### config.mk
export PLATFORM = sky130hd
export DESIGN_NAME = seq_mul_su
export DESIGN_NICKNAME = d
export VERILOG_FILES = /design/src/rtl/seq_mul_su_pkg.sv /design/src/rtl/su_digit_row.sv /design/src/rtl/seq_mul_su.sv
export SDC_FILE = /design/constraint.sdc
export NUM_CORES = 1
export LEC_CHECK = 0
export CELL_PAD_IN_SITES_DETAIL_PLACEMENT = 1
export CELL_PAD_IN_SITES_GLOBAL_PLACEMENT = 2
export CORE_UTILIZATION = 37
export DETAILED_ROUTE_END_ITERATION = 16
export GPL_TIMING_DRIVEN = 0
export PLACE_DENSITY_LB_ADDON = 0.15
export SYNTH_ARGS = -nofsm -noshare
export SYNTH_HDL_FRONTEND = slang
export SYNTH_SLANG_ARGS = --single-unit
export TNS_END_PERCENT = 100
### constraint.sdc
create_clock -name clk -period 11.09 [get_ports clk]
set_input_delay 2.218 -clock clk [delete_from_list [all_inputs] [get_ports clk]]
set_output_delay 2.218 -clock clk [all_outputs]
set_load 0.02 [all_outputs]
### src/rtl/seq_mul_su_pkg.sv
// Shared definitions for the sequential signed x (un)signed multiplier.
// Latency: n/a (types, constants and elaboration helpers only).
// Backpressure: n/a.
//
// Contents: FSM state enum, digit width, digit-count helper and the
// operand-width legality check used at elaboration by the top level.

package seq_mul_su_pkg;

    typedef enum logic [1:0] {
        IDLE = 2'd0,
        BUSY = 2'd1,
        DONE = 2'd2
    } state_e;

    // The multiplier consumes one digit of this many bits per BUSY cycle.
    localparam int DIGIT_W = 4;

    // Number of digits (and BUSY cycles) for a second operand of width_u bits.
    function automatic int num_digits(input int width_u);
        return width_u / DIGIT_W;
    endfunction

    // Operand widths must be whole, non-zero numbers of digits.
    function automatic bit width_ok(input int w);
        return (w >= DIGIT_W) && ((w % DIGIT_W) == 0);
    endfunction

endpackage

### src/rtl/su_digit_row.sv
// One partial-product row: signed s times a 5-bit signed digit, combinational.
// Latency: 0 cycles (pure combinational).
// Backpressure: none; output follows inputs.
//
// Ports:
//   s     [WIDTH_S-1:0]  signed operand, two's complement
//   digit [4:0]          signed digit; bit 4 is the sign (-16 weight)
//   pp    [WIDTH_S+4:0]  signed product s * digit, two's complement
//
// The low 4 digit bits are multiplied against each 4-bit slice of s with a
// 4x4 tile. Only the top slice of s carries sign, so only its tile is a
// signed x unsigned tile; the lower slices are plain unsigned tiles. The
// digit's sign bit weighs -16, handled by subtracting s << 4 afterwards.

module su_digit_row #(
    parameter int WIDTH_S = 8
) (
    input  logic [WIDTH_S-1:0] s,
    input  logic [4:0]         digit,
    output logic [WIDTH_S+4:0] pp
);

    localparam int NS = WIDTH_S / 4;
    localparam int PW = WIDTH_S + 5;

    logic [3:0]    nib;
    logic [7:0]    tile;
    logic [PW-1:0] tile_ext;
    logic [PW-1:0] sum;

    always_comb begin
        sum      = '0;
        nib      = '0;
        tile     = '0;
        tile_ext = '0;
        for (int i = 0; i < NS; i++) begin
            nib = s[4*i +: 4];
            if (i == NS - 1) begin
                // Signed slice x unsigned digit: range -120..105, fits 8 bits.
                tile     = {{4{nib[3]}}, nib} * {4'b0000, digit[3:0]};
                tile_ext = PW'($signed(tile));
            end else begin
                tile     = {4'b0000, nib} * {4'b0000, digit[3:0]};
                tile_ext = PW'(tile);
            end
            sum = sum + (tile_ext << (4 * i));
        end
        // Sign-digit correction: bit 4 of the digit is worth -16.
        if (digit[4]) begin
            sum = sum - (PW'($signed(s)) << 4);
        end
        pp = sum;
    end

endmodule

### src/rtl/seq_mul_su.sv
// Sequential s * u multiplier, one 4-bit digit of u per cycle; u signed or unsigned by mode.
// Latency: accept in cycle t -> out_valid first high in cycle t+N+1 (N = WIDTH_U/4).
// Backpressure: single operation in flight; in_ready only in IDLE; product held while out_ready low.
//
// Ports:
//   clk, rst              clock (rising edge), synchronous active-high reset
//   in_valid / in_ready   operand handshake (s, u, mode)
//   s [WIDTH_S-1:0]       signed operand
//   u [WIDTH_U-1:0]       second operand, unsigned (mode=0) or signed (mode=1)
//   out_valid / out_ready result handshake
//   product               signed s*u, WIDTH_S+WIDTH_U bits, zero unless out_valid

module seq_mul_su #(
    parameter int WIDTH_S = 8,
    parameter int WIDTH_U = 8
) (
    input  logic                       clk,
    input  logic                       rst,
    input  logic                       in_valid,
    output logic                       in_ready,
    input  logic [WIDTH_S-1:0]         s,
    input  logic [WIDTH_U-1:0]         u,
    input  logic                       mode,
    output logic                       out_valid,
    input  logic                       out_ready,
    output logic [WIDTH_S+WIDTH_U-1:0] product
);

    import seq_mul_su_pkg::*;

    localparam int N  = num_digits(WIDTH_U);
    localparam int AW = WIDTH_S + WIDTH_U;
    localparam int PW = WIDTH_S + 5;
    localparam int KW = (N > 1) ? $clog2(N) : 1;

    if (!width_ok(WIDTH_S)) begin : g_bad_width_s
        $error("seq_mul_su: WIDTH_S must be a multiple of 4 and at least 4");
    end
    if (!width_ok(WIDTH_U)) begin : g_bad_width_u
        $error("seq_mul_su: WIDTH_U must be a multiple of 4 and at least 4");
    end

    state_e             state_q, state_d;
    logic [WIDTH_S-1:0] s_q, s_d;
    logic [WIDTH_U-1:0] u_q, u_d;
    logic               mode_q, mode_d;
    logic [AW-1:0]      acc_q, acc_d;
    logic [KW-1:0]      k_q, k_d;

    logic               last_k;
    logic [3:0]         digit_lo;
    logic [4:0]         digit;
    logic [PW-1:0]      pp;
    logic [AW-1:0]      pp_ext;
    logic [AW-1:0]      pp_shift;

    assign last_k = (k_q == KW'(N - 1));

    // Digit select by constant part-selects keeps every index in range.
    always_comb begin
        digit_lo = '0;
        for (int i = 0; i < N; i++) begin
            if (k_q == KW'(i)) begin
                digit_lo = u_q[4*i +: 4];
            end
        end
    end

    // Only the most significant digit of a signed u carries a sign bit.
    assign digit = {last_k & mode_q & u_q[WIDTH_U-1], digit_lo};

    su_digit_row #(
        .WIDTH_S (WIDTH_S)
    ) u_row (
        .s     (s_q),
        .digit (digit),
        .pp    (pp)
    );

    // Sign-extend (or, for WIDTH_U=4, truncate) the row to accumulator width.
    // Truncation is exact: the final sum always fits WIDTH_S+WIDTH_U bits.
    assign pp_ext   = AW'($signed(pp));
    assign pp_shift = pp_ext << {k_q, 2'b00};

    always_comb begin
        state_d   = state_q;
        s_d       = s_q;
        u_d       = u_q;
        mode_d    = mode_q;
        acc_d     = acc_q;
        k_d       = k_q;
        in_ready  = 1'b0;
        out_valid = 1'b0;
        product   = '0;
        case (state_q)
            IDLE: begin
                in_ready = 1'b1;
                if (in_valid) begin
                    s_d     = s;
                    u_d     = u;
                    mode_d  = mode;
                    acc_d   = '0;
                    k_d     = '0;
                    state_d = BUSY;
                end
            end
            BUSY: begin
                acc_d = acc_q + pp_shift;
                if (last_k) begin
                    k_d     = '0;
                    state_d = DONE;
                end else begin
                    k_d = k_q + KW'(1);
                end
            end
            DONE: begin
                out_valid = 1'b1;
                product   = acc_q;
                if (out_ready) begin
                    state_d = IDLE;
                end
            end
            default: begin
                state_d = IDLE;
            end
        endcase
    end

    always_ff @(posedge clk) begin
        if (rst) begin
            state_q <= IDLE;
            s_q     <= '0;
            u_q     <= '0;
            mode_q  <= 1'b0;
            acc_q   <= '0;
            k_q     <= '0;
        end else begin
            state_q <= state_d;
            s_q     <= s_d;
            u_q     <= u_d;
            mode_q  <= mode_d;
            acc_q   <= acc_d;
            k_q     <= k_d;
        end
    end

endmodule

==> flow_summary.yaml <==
status:
  outcome: "completed"
power:
  leakagePower_nw: 1.976
  peakVddDrop_mv: 0.06906
  power.density_nw_per_um2: 91.32
global_routing:
  grt_max_degree: 14
  antenna_found_initial: 0
  grt_pass1_vias: 3619
  grt.total_usage_pct: 22.35
  grt_pass1_wl_mm: 18.00
  overflow: 0
yosys:
  ys_warn_count: 0
  ys_seq_area_share_pct: 19.28
  async_reset_ff_share_pct: 0
  synth_area_leaders: "dfxtp_1, ha_1, a21oi_1"
  syn_inst: 489
  synth.most_common_cell: "nand2_1"
  syn_nets: 576
  synthFlopType: "dfxtp_1"
  synth_edf_count: 0
  yosys-top-cells-count: "nand2_1, a21oi_1, ha_1, nor2_1, dfxtp_1"
  synth_seq_cells: 36
  synth_cell_types: 53
  synth_top_cell_by_area: "dfxtp_1"
  synth_top_area_share_pct: 19.28
  synthesis.area_um2: 3737
  syn_avg_cell_area_um2: 7.643
die:
  fp.dieW_um: 102.5
  die_h_um: 102.5
  io_pins: 39
  row_count: 36
  core_area_um2: 9774
  start_util_pct: 38.24
  die_area_um2: 10510
clock_tree:
  post_cts_resize_count: 0
  cts_tree: "built"
  post_cts_buffers: 0
  hold_buffers: 0
  root_buffer: "clkbuf_8"
  numCtsBuffers: 5
  htree_num_levels: 2
  cts_num_sinks: 36
  clock_path_buffers: 2
  clk_latency_ps: 290
  clkTransAtPathRegs_ps: 90
setup_path:
  end_kind: "flip-flop"
  worstPathArrival_ps: 7570
  cp-start-kind: "flip-flop"
  crit_fanout: 10
  critPathRequiredTime_ps: 11320
  reg2reg_from: "k_q"
  r2r-end: "acc_q[15]"
  criticalPathCategory: "reg2reg"
  critPathMostFrequentCell: "fa_1"
  max_stage_delay_ps: 550
  rr_worst_depth: 28
  worst-path-buf-inv: 5
  crit_slowest_cell: "fa_1"
  r2r_slack_ps: 3760
  cp_top_family: "adder cells"
detailed_routing:
  vias_per_cell: 5.240
  vias: 3500
  ant_nets: 0
  wl_per_cell_um: 16.09
  drt-pass1-iter-count: 4
  wirelength_mm: 10.75
  drc_errors: 0
  drt_iter0_drc: 132
worst_hold_path:
  worstHoldStart: "u_q[1]"
  min_to: "u_q[1]"
  hold_depth: 2
  hold_path.class: "reg2reg"
cells_and_area:
  layout-drive-gt1-share_pct: 4.673
  diodes: 0
  finalInstanceArea_um2: 4399
  fill_cells: 1263
  area_growth_pct: 17.71
  nNetsFinal: 621
  finalNonFillerCells: 668
sta:
  final.setup_skew_ps: 8.330
  hold_violations: 0
  fin_crit_sh_pct: 66.13
  period_needed_ps: 7334
  worst_pin_slew_ps: 838.0
  relSlewSlack_pct: 42.54
  fin_ws_ps: 3756
  setup-tns-final_ps: 0
  clock.fmax_ghz: 0.1364
  setup_violations: 0
  rsz0062_at_grt: "false"
  drv_slew: 0
placed_design:
  post_dp_cell_area_um2: 4284
  dpl_worst_slack_ps: 3749
  gp_congestion: 0.8532
  dp.cells: 660
  dp_hpwl_mm: 8.983
  port_buffers: 38
job:
  maxCapViolCount: 0
-- sequential cells by signal, summed over array words and instances, names as in the netlist --
register  count
acc_q        16
s_q           8
u_q           8
state_q       2
k_q           1
mode_q        1
-- cells by family (layout without fill, tap and decap cells) --
kind of cell	after synthesis	count (layout)	synth area share, %
buffers and inverters	51	97	5.189
XOR/XNOR	24	24	5.825
multiplexers	7	7	1.975
adder cells (fa/ha/maj)	66	66	24.51
flip-flops	36	36	19.28
AO/OA/AOI/OAI	119	119	19.95
AND/OR/NAND/NOR	186	186	23.27
-- where the power goes --
part	total (mW)	internal [mW]	switching, mW	leakage, nW
Clock	0.123	0.0678	0.0554	0.0548
Sequential	0.144	0.137	0.00706	0.294
Combinational	0.135	0.0524	0.0824	1.63
-- cell usage in the layout (no fill, tap or decap), types with 7 or more instances in the layout --
cell type        Yosys  layout
nand2_1             70      70
a21oi_1             55      55
ha_1                54      54
nor2_1              46      46
clkdlybuf4s50_1      0      38
dfxtp_1             36      36
inv_1               32      32
and2_1              18      18
nand3_1             17      17
o21ai_0             17      17
xnor2_1             16      16
clkbuf_1            13      13
fa_1                12      12
a21o_1              11      11
nor2b_1              8       8
xor2_1               7       7
nand2b_1             7       7
-- per-stage QoR --
stage / hold WS (ps) / util (%) / total power [mW]
6_report: 465.5 / 45.01 / 0.4018
5_1_grt: 485.0 / 45.01 / 0.4286
4_1_cts: 465.4 / 45.01 / 0.4058
3_5_place_dp: 452.6 / 43.83 / 0.2816
3_3_place_gp: 445.4 / 43.83 / 0.2783
2_1_floorplan: 435.7 / - / 0.2396
-- tightest hold or removal path: cells and delay by family, from the launching register on --
family           cells  cell delay, ps
AO/OA/AOI/OAI        1              50
AND/OR/NAND/NOR      1              50
flip-flops           1             320
-- worst max path at each step --
stage          startpoint   endpoint  slack (ps)  cells after the start
3_3_place_gp          k_q  acc_q[15]        3880                     25
6_report              k_q  acc_q[15]        3760                     28
2_1_floorplan         k_q  acc_q[15]        4810                     29
4_1_cts               k_q  acc_q[15]        3710                     28
5_1_grt               k_q  acc_q[15]        3250                     28
3_5_place_dp          k_q  acc_q[15]        3750                     25
-- metal layers --
| metal | up-vias | part of all wire (%) | GRT usage [%] | wire, µm |
|---|---|---|---|---|
| met5 | - | 0 | 0 | 0 |
| met4 | 0 | 0.60 | 3.077 | 64 |
| met3 | 6 | 1.9 | 2.102 | 200 |
| met2 | 44 | 47 | 38.92 | 5020 |
| met1 | 1680 | 51 | 30.57 | 5460 |
| li1 | 1770 | - | - | - |
-- layout make-up --
class,count,area (µm²),area share (%)
Multi-Input combinational cell,402,2823,64.16
Inverter,33,123.9,2.816
Sequential cell,36,720.7,16.38
Clock buffer,5,68.82,1.564
Tap cell,133,166.4,3.783
Timing Repair Buffer,38,380.4,8.646
Buffer,18,70.07,1.593
Clock inverter,3,46.29,1.052
Power figures use the tool's default switching activity.
